<file path="config.mk">
export PLATFORM = sky130hd
export DESIGN_NAME = dgio_mbox_flat
export DESIGN_NICKNAME = d
export VERILOG_FILES = /design/src/rtl/dgio_mbox_if.sv /design/src/rtl/dgio_mbox.sv /design/src/flat_wrapper.sv
export SDC_FILE = /design/constraint.sdc
export NUM_CORES = 1
export LEC_CHECK = 0
export ABC_CLOCK_PERIOD_IN_PS = 5700
export CAP_MARGIN = 10
export CORE_MARGIN = 2
export CORE_UTILIZATION = 60
export DETAILED_ROUTE_END_ITERATION = 6
export PLACE_DENSITY = 0.78
export SYNTH_ARGS = -nofsm -noshare
export SYNTH_HDL_FRONTEND = slang
export SYNTH_SLANG_ARGS = --single-unit
</file>
<file path="constraint.sdc">
create_clock -name sys_clk -period 5.7 [get_ports sys_clk]
set_input_delay 0.855 -clock sys_clk [delete_from_list [all_inputs] [get_ports sys_clk]]
set_output_delay 0.855 -clock sys_clk [all_outputs]
set_load 0.03 [all_outputs]
</file>
<file path="src/rtl/dgio_mbox_if.sv">
// dgio_mbox_if: word bus between the dgio PIM bridge (master) and the
// mailbox (slave).
//   write      master->slave  write strobe, one word per high cycle
//   writedata  master->slave  32-bit write data
//   address    master->slave  6-bit word address (reads and writes)
//   readdata   slave->master  registered read data, 1-cycle latency
//   irq        slave->master  registered level interrupt
interface dgio_mbox_if;
  logic        write;
  logic [31:0] writedata;
  logic [5:0]  address;
  logic [31:0] readdata;
  logic        irq;

  modport master (output write, writedata, address, input readdata, irq);
  modport slave  (input write, writedata, address, output readdata, irq);
endinterface

</file>
<file path="src/rtl/dgio_mbox.sv">
// dgio_mbox: register-mapped mailbox behind the dgio PIM bridge.
// Provides ID, CTRL (irq enable, flush), masked W1C interrupt status,
// a scratch register, a TX FIFO (host -> user stream) and an RX FIFO
// (user stream -> host).
// Ports:
//   sys_clk, sys_rst_n  clock, asynchronous active-low reset
//   bus                 dgio_mbox_if slave: write/writedata/address in,
//                       readdata/irq out
//   tx_data/tx_valid    TX FIFO head word / not empty
//   tx_ready            user pops TX head when tx_valid & tx_ready
//   rx_data/rx_valid    user word offered to the RX FIFO
//   rx_ready            RX FIFO not full
module dgio_mbox #(
  parameter logic [31:0] C_ID      = 32'h4447_0100,
  parameter int          C_FIFO_AW = 4
) (
  input  logic        sys_clk,
  input  logic        sys_rst_n,
  dgio_mbox_if.slave  bus,
  output logic [31:0] tx_data,
  output logic        tx_valid,
  input  logic        tx_ready,
  input  logic [31:0] rx_data,
  input  logic        rx_valid,
  output logic        rx_ready
);

  localparam int Depth = 2 ** C_FIFO_AW;
  localparam logic [C_FIFO_AW:0] FullCount = {1'b1, {C_FIFO_AW{1'b0}}};
  localparam logic [C_FIFO_AW:0] OneCount  = {{C_FIFO_AW{1'b0}}, 1'b1};

  // FIFO storage; read combinationally so the head is show-ahead.
  logic [31:0] txMem [Depth];
  logic [31:0] rxMem [Depth];

  logic [C_FIFO_AW-1:0] txWrPtr, txRdPtr, rxWrPtr, rxRdPtr;
  logic [C_FIFO_AW:0]   txCount, rxCount;
  logic                 irqEn;
  logic [3:0]           irqStat, irqMask;
  logic [31:0]          scratch;
  logic [31:0]          readdataReg;
  logic                 irqReg;

  // Address decode of write strobes
  logic wrCtrl, wrIrqStat, wrIrqMask, wrTxData, wrRxPop, wrScratch;
  assign wrCtrl    = bus.write && (bus.address == 6'h01);
  assign wrIrqStat = bus.write && (bus.address == 6'h02);
  assign wrIrqMask = bus.write && (bus.address == 6'h03);
  assign wrTxData  = bus.write && (bus.address == 6'h04);
  assign wrRxPop   = bus.write && (bus.address == 6'h06);
  assign wrScratch = bus.write && (bus.address == 6'h08);

  logic txFull, txEmpty, rxFull, rxEmpty;
  assign txFull  = (txCount == FullCount);
  assign txEmpty = (txCount == '0);
  assign rxFull  = (rxCount == FullCount);
  assign rxEmpty = (rxCount == '0);

  // Stream handshakes depend only on registered counts.
  assign tx_valid = !txEmpty;
  assign rx_ready = !rxFull;
  assign tx_data  = txMem[txRdPtr];

  logic flush, txPush, txPop, rxPush, rxPop;
  assign flush  = wrCtrl && bus.writedata[1];
  // Full check uses the pre-pop count: a write into a full FIFO is dropped
  // even if the user pops in the same cycle.
  assign txPush = wrTxData && !txFull && !flush;
  assign txPop  = tx_valid && tx_ready;
  assign rxPush = rx_valid && rx_ready && !flush;
  assign rxPop  = wrRxPop && !rxEmpty;

  // Interrupt set events; a flush cycle raises none of them.
  logic [3:0] setBits, clrBits, irqStatNext;
  assign setBits[0] = rxPush && rxEmpty;
  assign setBits[1] = wrTxData && txFull && !flush;
  assign setBits[2] = wrRxPop && rxEmpty;
  assign setBits[3] = txPop && (txCount == OneCount) && !txPush && !flush;
  assign clrBits    = wrIrqStat ? bus.writedata[3:0] : 4'b0000;
  // Set wins over a same-cycle W1C.
  assign irqStatNext = (irqStat & ~clrBits) | setBits;

  // Read mux from pre-write state; sampled into readdataReg at the edge.
  logic [31:0] rdData;
  always_comb begin
    rdData = '0;
    case (bus.address)
      6'h00: rdData = C_ID;
      6'h01: rdData[0] = irqEn;
      6'h02: rdData[3:0] = irqStat;
      6'h03: rdData[3:0] = irqMask;
      6'h05: rdData = rxEmpty ? 32'h0 : rxMem[rxRdPtr];
      6'h07: begin
        rdData[7:0]  = 8'(txCount);
        rdData[15:8] = 8'(rxCount);
        rdData[16]   = txFull;
        rdData[17]   = txEmpty;
        rdData[18]   = rxFull;
        rdData[19]   = rxEmpty;
      end
      6'h08: rdData = scratch;
      default: rdData = '0;
    endcase
  end

  always_ff @(posedge sys_clk or negedge sys_rst_n) begin
    if (!sys_rst_n) begin
      txWrPtr     <= '0;
      txRdPtr     <= '0;
      txCount     <= '0;
      rxWrPtr     <= '0;
      rxRdPtr     <= '0;
      rxCount     <= '0;
      irqEn       <= 1'b0;
      irqStat     <= '0;
      irqMask     <= '0;
      scratch     <= '0;
      readdataReg <= '0;
      irqReg      <= 1'b0;
    end else begin
      readdataReg <= rdData;
      irqReg      <= irqEn && |(irqStat & irqMask);
      irqStat     <= irqStatNext;
      if (wrCtrl)    irqEn   <= bus.writedata[0];
      if (wrIrqMask) irqMask <= bus.writedata[3:0];
      if (wrScratch) scratch <= bus.writedata;

      if (flush) begin
        txWrPtr <= '0;
        txRdPtr <= '0;
        txCount <= '0;
        rxWrPtr <= '0;
        rxRdPtr <= '0;
        rxCount <= '0;
      end else begin
        if (txPush) txWrPtr <= txWrPtr + 1'b1;
        if (txPop)  txRdPtr <= txRdPtr + 1'b1;
        if (txPush && !txPop)      txCount <= txCount + 1'b1;
        else if (!txPush && txPop) txCount <= txCount - 1'b1;

        if (rxPush) rxWrPtr <= rxWrPtr + 1'b1;
        if (rxPop)  rxRdPtr <= rxRdPtr + 1'b1;
        if (rxPush && !rxPop)      rxCount <= rxCount + 1'b1;
        else if (!rxPush && rxPop) rxCount <= rxCount - 1'b1;
      end
    end
  end

  // Storage needs no reset: pointers and counts define what is valid.
  always_ff @(posedge sys_clk) begin
    if (txPush) txMem[txWrPtr] <= bus.writedata;
    if (rxPush) rxMem[rxWrPtr] <= rx_data;
  end

  assign bus.readdata = readdataReg;
  assign bus.irq      = irqReg;

endmodule

</file>
<file path="src/flat_wrapper.sv">
// flat-port wrapper written by rule: the top's interface ports become plain ports
module dgio_mbox_flat 
#(
  parameter logic [31:0] C_ID      = 32'h4447_0100,
  parameter int          C_FIFO_AW = 4
)
  (sys_clk, sys_rst_n, tx_data, tx_valid, tx_ready, rx_data, rx_valid, rx_ready, bus_write, bus_writedata, bus_address, bus_readdata, bus_irq);
  dgio_mbox_if bus_i ();
  input  logic sys_clk;
  input  logic sys_rst_n;
  output logic [31:0] tx_data;
  output logic tx_valid;
  input  logic tx_ready;
  input  logic [31:0] rx_data;
  input  logic rx_valid;
  output logic rx_ready;
  input wire logic [$bits(bus_i.write)-1:0] bus_write;
  input wire logic [$bits(bus_i.writedata)-1:0] bus_writedata;
  input wire logic [$bits(bus_i.address)-1:0] bus_address;
  output wire logic [$bits(bus_i.readdata)-1:0] bus_readdata;
  output wire logic [$bits(bus_i.irq)-1:0] bus_irq;
  assign bus_i.write = bus_write;
  assign bus_i.writedata = bus_writedata;
  assign bus_i.address = bus_address;
  assign bus_readdata = bus_i.readdata;
  assign bus_irq = bus_i.irq;
  dgio_mbox #(.C_ID(C_ID), .C_FIFO_AW(C_FIFO_AW)) u_core (.sys_clk(sys_clk), .sys_rst_n(sys_rst_n), .bus(bus_i), .tx_data(tx_data), .tx_valid(tx_valid), .tx_ready(tx_ready), .rx_data(rx_data), .rx_valid(rx_valid), .rx_ready(rx_ready));
endmodule
</file>
Word level (Yosys, flattened, before mapping)

Memories as Yosys holds them, arrays and structs flattened.
Cells that the tools add are included.

Add/sub/neg operators: 8
Equality and inequality tests: 11
Mux-type cells: 24
Bitwise operators: 4
Reductions and logical operators: 44

Operator list:

| cell                  | count |
|---|---|
| $pmux W16 S4          | 1 |
| $mux W4               | 9 |
| $pmux W12 S3          | 1 |
| $mux W32              | 1 |
| $mux W5               | 6 |
| $logic_and A1 B1 Y1   | 25 |
| $eq A6 B3 Y1 const B  | 4 |
| $add A4 B1 Y4 const B | 4 |
| $pmux W3 S5           | 1 |
| $eq A6 B2 Y1 const B  | 2 |
| $add A5 B1 Y5 const B | 2 |
| $eq A5 B5 Y1 const B  | 2 |
| $logic_not A5 Y1      | 2 |
| $sub A5 B1 Y5 const B | 2 |
| $logic_not A1 Y1      | 9 |
| $and A4 B4 Y4         | 2 |
| $reduce_bool A2 Y1    | 4 |
| $eq A6 B1 Y1 const B  | 1 |
| $eq A6 B4 Y1 const B  | 1 |
| $logic_not A6 Y1      | 1 |
| $pmux W1 S6           | 1 |
| $reduce_bool A3 Y1    | 2 |
| $eq A5 B1 Y1 const B  | 1 |
| $mux W1               | 4 |
| other kinds (3)       | 3 |

Bits in registers: 100
Bits in writable memories: 1,024
Bits of input ports: 75
Word-level logic and storage cells: 105
Memories kept: 2

Memory list:

| name         | depth | width | rd ports | clocked after memory_dff | write ports | line            | RTL |
|---|---|---|---|---|---|---|---|
| u_core.rxMem | 16    | 32    | 1        | 0                        | 1           | dgio_mbox.sv:34 | `logic [31:0] rxMem [Depth];` |
| u_core.txMem | 16    | 32    | 1        | 0                        | 1           | dgio_mbox.sv:33 | `logic [31:0] txMem [Depth];` |

Depth between registers and ports, before layout

Depth in word-level cells: 10
Depth in mapped cells: 12

Least setup slack after synthesis

Ideal clock, no wire load.

Path type: input-to-reg
Start point: input bus_address[0]
End point: memory u_core.txMem[3][0], enable pin
Setup time: 0.502 ns
Arrival time: 5.132 ns
Path slack: 0.066 ns
Cell stages on the path: 5
Buffers on the path: 2
Cells stage by stage: or3_4 or4_1 buf_2 clkbuf_1 nor4_1

Longest elaborated chain between the ends: 7
Elaborated cells between the ends (all ways): 10
Those cells by class: eq/ne: 2; mux: 2; reduce/logical: 6

Ends and longest elaborated chain:

| element                           | line               | RTL |
|---|---|---|
| from (decl)                       | flat_wrapper.sv:19 | `input wire logic [$bits(bus_i.address)-1:0] bus_address;` |
| $eq A6 B1 Y1                      | dgio_mbox.sv:46    | `assign wrCtrl = bus.write && (bus.address == 6'h01);` |
| $logic_and A1 B1 Y1               | dgio_mbox.sv:46    |  |
| $logic_and A1 B1 Y1               | dgio_mbox.sv:65    | `assign flush = wrCtrl && bus.writedata[1];` |
| $logic_not A1 Y1                  | dgio_mbox.sv:68    | `assign txPush = wrTxData && !txFull && !flush;` |
| $logic_and A1 B1 Y1 (*)           | dgio_mbox.sv:68    |  |
| $mux W1 (*)                       | dgio_mbox.sv:151   | `if (txPush) txMem[txWrPtr] <= bus.writedata;` |
| $mux W1 (not written as such) (*) | dgio_mbox.sv:151   |  |
| to (decl)                         | dgio_mbox.sv:33    |  |

Every way passes the cells marked *; elsewhere a longest branch is shown, timed or not.

Final worst setup path

Start point: register u_core.txRdPtr[0]
End point: output tx_data[26]

Longest elaborated chain between the ends: 1

Ends and longest elaborated chain:

| element                | line               | RTL |
|---|---|---|
| from (decl)            | dgio_mbox.sv:36    | `logic [C_FIFO_AW-1:0] txWrPtr, txRdPtr, rxWrPtr, rxRdPtr;` |
| from (signal assigned) | dgio_mbox.sv:137   | `if (txPop) txRdPtr <= txRdPtr + 1'b1;` |
| $mem_v2 Z16 W32        | n/a                |  |
| to (decl)              | flat_wrapper.sv:11 | `output logic [31:0] tx_data;` |

No other way between the ends.

==> impl_metrics.json <==
{
  "min_period_ps": 4710,
  "startpoint_type": "flip-flop",
  "ctsResizeCount": 0,
  "utilization_pct": 69.1,
  "drc": 0,
  "grtUsageTotal_pct": 26.7,
  "synth_edf_count": 1024,
  "cts_tree": "built",
  "worst-endpoint-required_ps": 4850,
  "whs_ps": 101,
  "finalSetupViolCount": 0,
  "tightest_slew_ps": 1180,
  "routed_wl_um": 97000,
  "critPathMaxFanout": 32,
  "drive_above_1_share_pct": 26.5,
  "hp-class": "in -> async",
  "synth_area_per_cell_um2": 22.6,
  "clkSinkCount": 1124,
  "power_per_cell_area_nw_per_um2": 442,
  "max_cap_viol_count": 0,
  "synthTopCellsByArea": "edfxtp_1 (71%), mux4_2 (15%), dfrtp_1 (5.8%)",
  "async_flop_share_pct": 8.90,
  "gp_congestion": 0.882,
  "crit_path_end_kind": "output port",
  "final_cell_area_um2": 49400,
  "slew_viol_final": 0,
  "cts_max_path_buffers": 3,
  "synth_seq_cells": 1124,
  "nets": 2190,
  "portBuffers": 141,
  "grt_start_max_net_pins": 78,
  "synth_common_cells": "edfxtp_1 (1024), mux4_2 (288), dfrtp_1 (100), mux2_2 (56), mux2i_1 (54)",
  "ys.flop_type": "edfxtp_1",
  "cts_hold_buf": 0,
  "synth.cell_area_um2": 43300,
  "die_w_um": 273,
  "antenna_found_initial": 2,
  "wl_per_cell_um": 30.9,
  "synth_nets": 2010,
  "outcome": "complete, no violations",
  "crit_arrival_ps": 3860,
  "timing.fmax_mhz": 212,
  "post-dp-hpwl_um": 56200,
  "finalSetupTns_ps": 0,
  "die-area_um2": 74300,
  "netlist.area_leader.share_pct": 71.0,
  "yosysWarnings": 0,
  "synth.most_common_cell": "edfxtp_1",
  "grt_pass1_wl_um": 143000,
  "via_per_inst": 6.57,
  "maxSlewHeadroom_pct": 21.3,
  "clkTransAtPathRegs_ps": 60,
  "io_pins": 142,
  "cts.htree.levels": 3,
  "post-route-period-util_pct": 82.7,
  "ant_nets": 0,
  "critPathKind": "reg -> out",
  "syn_inst": 1915,
  "p_leak_uw": 0.0158,
  "dr.pass1.iters": 6,
  "grt_overflow": 0,
  "core_um2": 71500,
  "peakVddDrop_mv": 0.418,
  "r2r_slack_ps": 1890,
  "cts_root_buffer": "clkbuf_16",
  "pre_cts_ws_ps": 1200,
  "rsz0062_at_grt": "no",
  "yosysUniqueCellTypes": 57,
  "placed_area_um2": 45800,
  "vias": 20610,
  "final_hold_viol_count": 0,
  "synth_largest_area_cell": "edfxtp_1",
  "post_cts_buffers": 0,
  "synth_seq_area_share_pct": 76.8,
  "start_util_pct": 60.5,
  "drt_iter0_markers": 2607,
  "die-height_um": 273,
  "finalWorstSetupSlack_ps": 987,
  "cts-buffers-inserted": 107,
  "clock_latency_ps": 690,
  "grt_pass1_vias": 21281,
  "area_growth_pct": 14.0,
  "rows": 98,
  "skew_ps": 20.9
}
==> state kept, by name, summed over array words and instances (netlist names) <==
signal and count:
u_core.bus.irq 1, u_core.bus.readdata 32, u_core.irqEn 1, u_core.irqMask 4
u_core.irqStat 4, u_core.rxCount 5, u_core.rxMem 512, u_core.rxRdPtr 4
u_core.rxWrPtr 4, u_core.scratch 32, u_core.txCount 5, u_core.txMem 512
u_core.txRdPtr 4, u_core.txWrPtr 4
==> routing by layer <==
metal,global-route usage [%],share of wire (%)
met5,0,0.013
met4,7.61,2.6
met3,4.40,7.8
met2,44.3,51
met1,37.6,38
==> worst max-delay path, stage by stage (launching register included) <==
cell and delay [ps]:
dfrtp_4 890, buf_4 550, mux4_2 580, mux4_2 520, clkdlybuf4s50_1 620
==> power by group <==
part	total [uW]	switching (uW)	internal, uW
clock	7070	3020	4060
combinational	4680	2350	2320
sequential	10000	547	9500
total	21800	5920	15900
==> through the flow <==
stage,total power [uW],std cells
2_1_floorplan,13300,1915
3_3_place_gp,14800,2936
3_5_place_dp,14900,2936
4_1_cts,22000,3135
5_1_grt,22500,3135
6_report,21800,3136
==> logic make-up after synthesis <==
family                   after synthesis  synth area share (%)
adder cells (fa/ha/maj)               20                 0.596
AND/OR/NAND/NOR                      144                  1.84
XOR/XNOR                              12                 0.243
AO/OA/AOI/OAI                         98                  1.65
buffers and inverters                119                  1.16
multiplexers                         398                  17.7
flip-flops                          1124                  76.8
==> worst paths after layout <==
kind	cells past startpoint	endpoint	startpoint
max	4	tx_data[26]	u_core.txRdPtr[0]
min	1	u_core.bus.readdata[3]	sys_rst_n
max reg2reg	7	u_core.txMem[13][13]	u_core.txCount[0]
min reg2reg	1	u_core.scratch[16]	u_core.scratch[16]
max in group asynchronous	2	u_core.txRdPtr[1]	sys_rst_n
min in group sys_clk	1	u_core.scratch[16]	u_core.scratch[16]
==> area by class of cell <==
| class | instances | area, um^2 |
|---|---|---|
| diodes | 1 | 2.50 |
| clock buffers | 146 | 2920 |
| clock inverters | 53 | 592 |
| fillers | 4139 | 22100 |
| inverters | 21 | 78.8 |
| multi-input cells | 672 | 9660 |
| flip-flops and latches | 1124 | 33300 |
| well taps | 950 | 1190 |
| repair buffers | 169 | 1640 |
==> cell usage in the layout, fill, tap and decap left out, types with 14 or more instances in the layout <==
cell and instances:
a22oi_1 22, mux4_2 288, dfrtp_1 93, clkinv_1 14, clkinv_2 18, mux2i_1 54, o21ai_0 20, nand3_1 18
buf_4 27, mux2_2 56, clkbuf_16 107, edfxtp_1 1024, nor2_1 33, clkbuf_1 29, clkdlybuf4s50_1 140, ha_1 19
and2_2 20, inv_1 21
Note: power is estimated with default switching activity, not from simulation.
==> variant, RTL diff (same flow settings) <==
`readdataReg` no longer has a reset.
--- a/src/rtl/dgio_mbox.sv
+++ b/src/rtl/dgio_mbox.sv
@@ -116,8 +116,6 @@
       irqMask     <= '0;
       scratch     <= '0;
-      readdataReg <= '0;
       irqReg      <= 1'b0;
     end else begin
-      readdataReg <= rdData;
       irqReg      <= irqEn && |(irqStat & irqMask);
       irqStat     <= irqStatNext;
@@ -147,4 +145,8 @@
   end
 
+  always_ff @(posedge sys_clk) begin
+    readdataReg <= rdData;
+  end
+
   // Storage needs no reset: pointers and counts define what is valid.
   always_ff @(posedge sys_clk) begin
Formal check against the unedited RTL: not equivalent (a bounded check fails within 4 cycles, from zero or initial values and one cycle with sys_rst_n low).
==> variant against the original RTL <==
- the flow now finishes with violations (DRC)
- sequential cell count stayed put
- clock skew increased by 0.0023 ns
- non-clock buffer count rose by 4
- critical path depth did not move
- total power is 1.1% higher
- area after synthesis decreased by 0.37%
- wire length up 2.3%
- via count up 1.4%
- design area is essentially flat
- worst setup slack gained 0.037 ns
- die area fell by 0.37%
- clock power grew 2%
- largest power group unchanged
==> variant: results (changes against the original RTL) <==
[routing]
dr_wl_met2_um=50700  ; +2.2%
drt_first_pass_iters=7  ; +1
drc_errors=4  ; +4
routedLengthMet1_um=37300  ; about the same
top_layer=met4
avgRoutedWirePerCell_um=31.5  ; +2.0%
vias=20902  ; +1.4%

[power]
ir_drop_mv=0.407  ; -2.6%
leakage_nw=15.6  ; -0.79%

[sta]
relSlewSlack_pct=12.2  ; -9.1 points

[yosys]
synth_seq_area_share_pct=76.7  ; -0.086 points
synth_commonest_cells=edfxtp_1 (1,024), mux4_2 (288), dfrtp_1 (68)
ys_types=58  ; +1.8%
synth_area_leaders=edfxtp_1 (71%), mux4_2 (15%), dfrtp_1 (3.9%)
synth_xor_area_share_pct=0.244  ; +0.00090 points
muxShareOfSynthArea_pct=17.8  ; +0.066 points

[outcome]
status=complete, but fails checks
failed_checks=DRC

[hold_path]
hp-class=flip-flop to flip-flop

[global_route]
grt_pass1_vias=21424  ; +0.67%
grt_start_max_net_pins=65  ; -17%
grt_use_total_pct=27.3  ; +0.58 points
grt_pass1_wl_um=146000  ; +1.9%

[setup_path]
crit_family=multiplexers
worst-path-max-fanout=50  ; +56%

[place]
globalplace.congestion=0.932  ; +5.7%
dp_hpwl_um=56400  ; +0.44%
dp_slack_ns=1.25  ; +0.0586 ns

[layout]
drive_gt1_share_pct=26.9  ; +0.45 points
nFillCells=4148  ; +0.22%
stdcell_count=3145  ; +0.29%
fin_nets=2194  ; +0.18%

variant: cell count changes after synthesis:
cell / change
dfxtp_1: +32
dfrtp_1: -32
variant: kinds of logic after synthesis:
logic type / Yosys count
compound gates: 98
xor+xnor: 12
fa+ha+maj: 20
buf+inv: 119
flops: 1124
mux: 398
simple gates: 144
variant: what timing repair did:
| item | CTS | global route |
|---|---|---|
| endpoints found under the hold margin | 7 | 0 |
| gates resized for setup | 0 | 0 |
| hold buffers | 1 | 0 |
variant: layout make-up:
cell class / instances / area, um2 / share of cell area (%)
antenna: 2 / 5.00 / 0.0101
multi-input combinational: 672 / 9660 / 19.6
clock inverter: 63 / 677 / 1.37
timing repair buffer: 173 / 1710 / 3.47
tap: 950 / 1190 / 2.41
sequential: 1124 / 33100 / 67.1
clock buffer: 140 / 2920 / 5.92
inverter: 21 / 78.8 / 0.160
variant: where the power goes:
group / switching (mW) / internal [mW] / leakage (nW)
clock: 3.08 / 4.14 / 1.75
combinational: 2.38 / 2.33 / 3.54
sequential: 0.605 / 9.49 / 10.4
variant: routing by layer:
metal / vias up / global-route usage, %
li1: 8426 / -
met4: 0 / 7.27
met3: 180 / 4.81
met2: 1144 / 45.3
met5: - / 0
met1: 11152 / 38.3
variant: through the flow:
step / power (mW) / area (um2)
after floorplan: 13.3 / 43100
after global placement: 14.8 / 45700
after detailed placement: 14.9 / 45700
after CTS: 22.1 / 49300
after global routing: 22.7 / 49400
final: 22.0 / 49400
variant: path summary, 6_finish.rpt:
kind,depth (start not counted),endpoint,from,slack [ns]
worst max-delay path,4,tx_data[3],u_core.txRdPtr[0],1.02
worst min-delay path,1,u_core.scratch[15],u_core.scratch[15],0.52
worst max register to register,10,u_core.txCount[4],u_core.txCount[1],1.40
worst min register to register,1,u_core.scratch[15],u_core.scratch[15],0.52
max in group asynchronous,3,u_core.rxRdPtr[1],sys_rst_n,4.02
min in group asynchronous,2,u_core.scratch[15],sys_rst_n,0.54
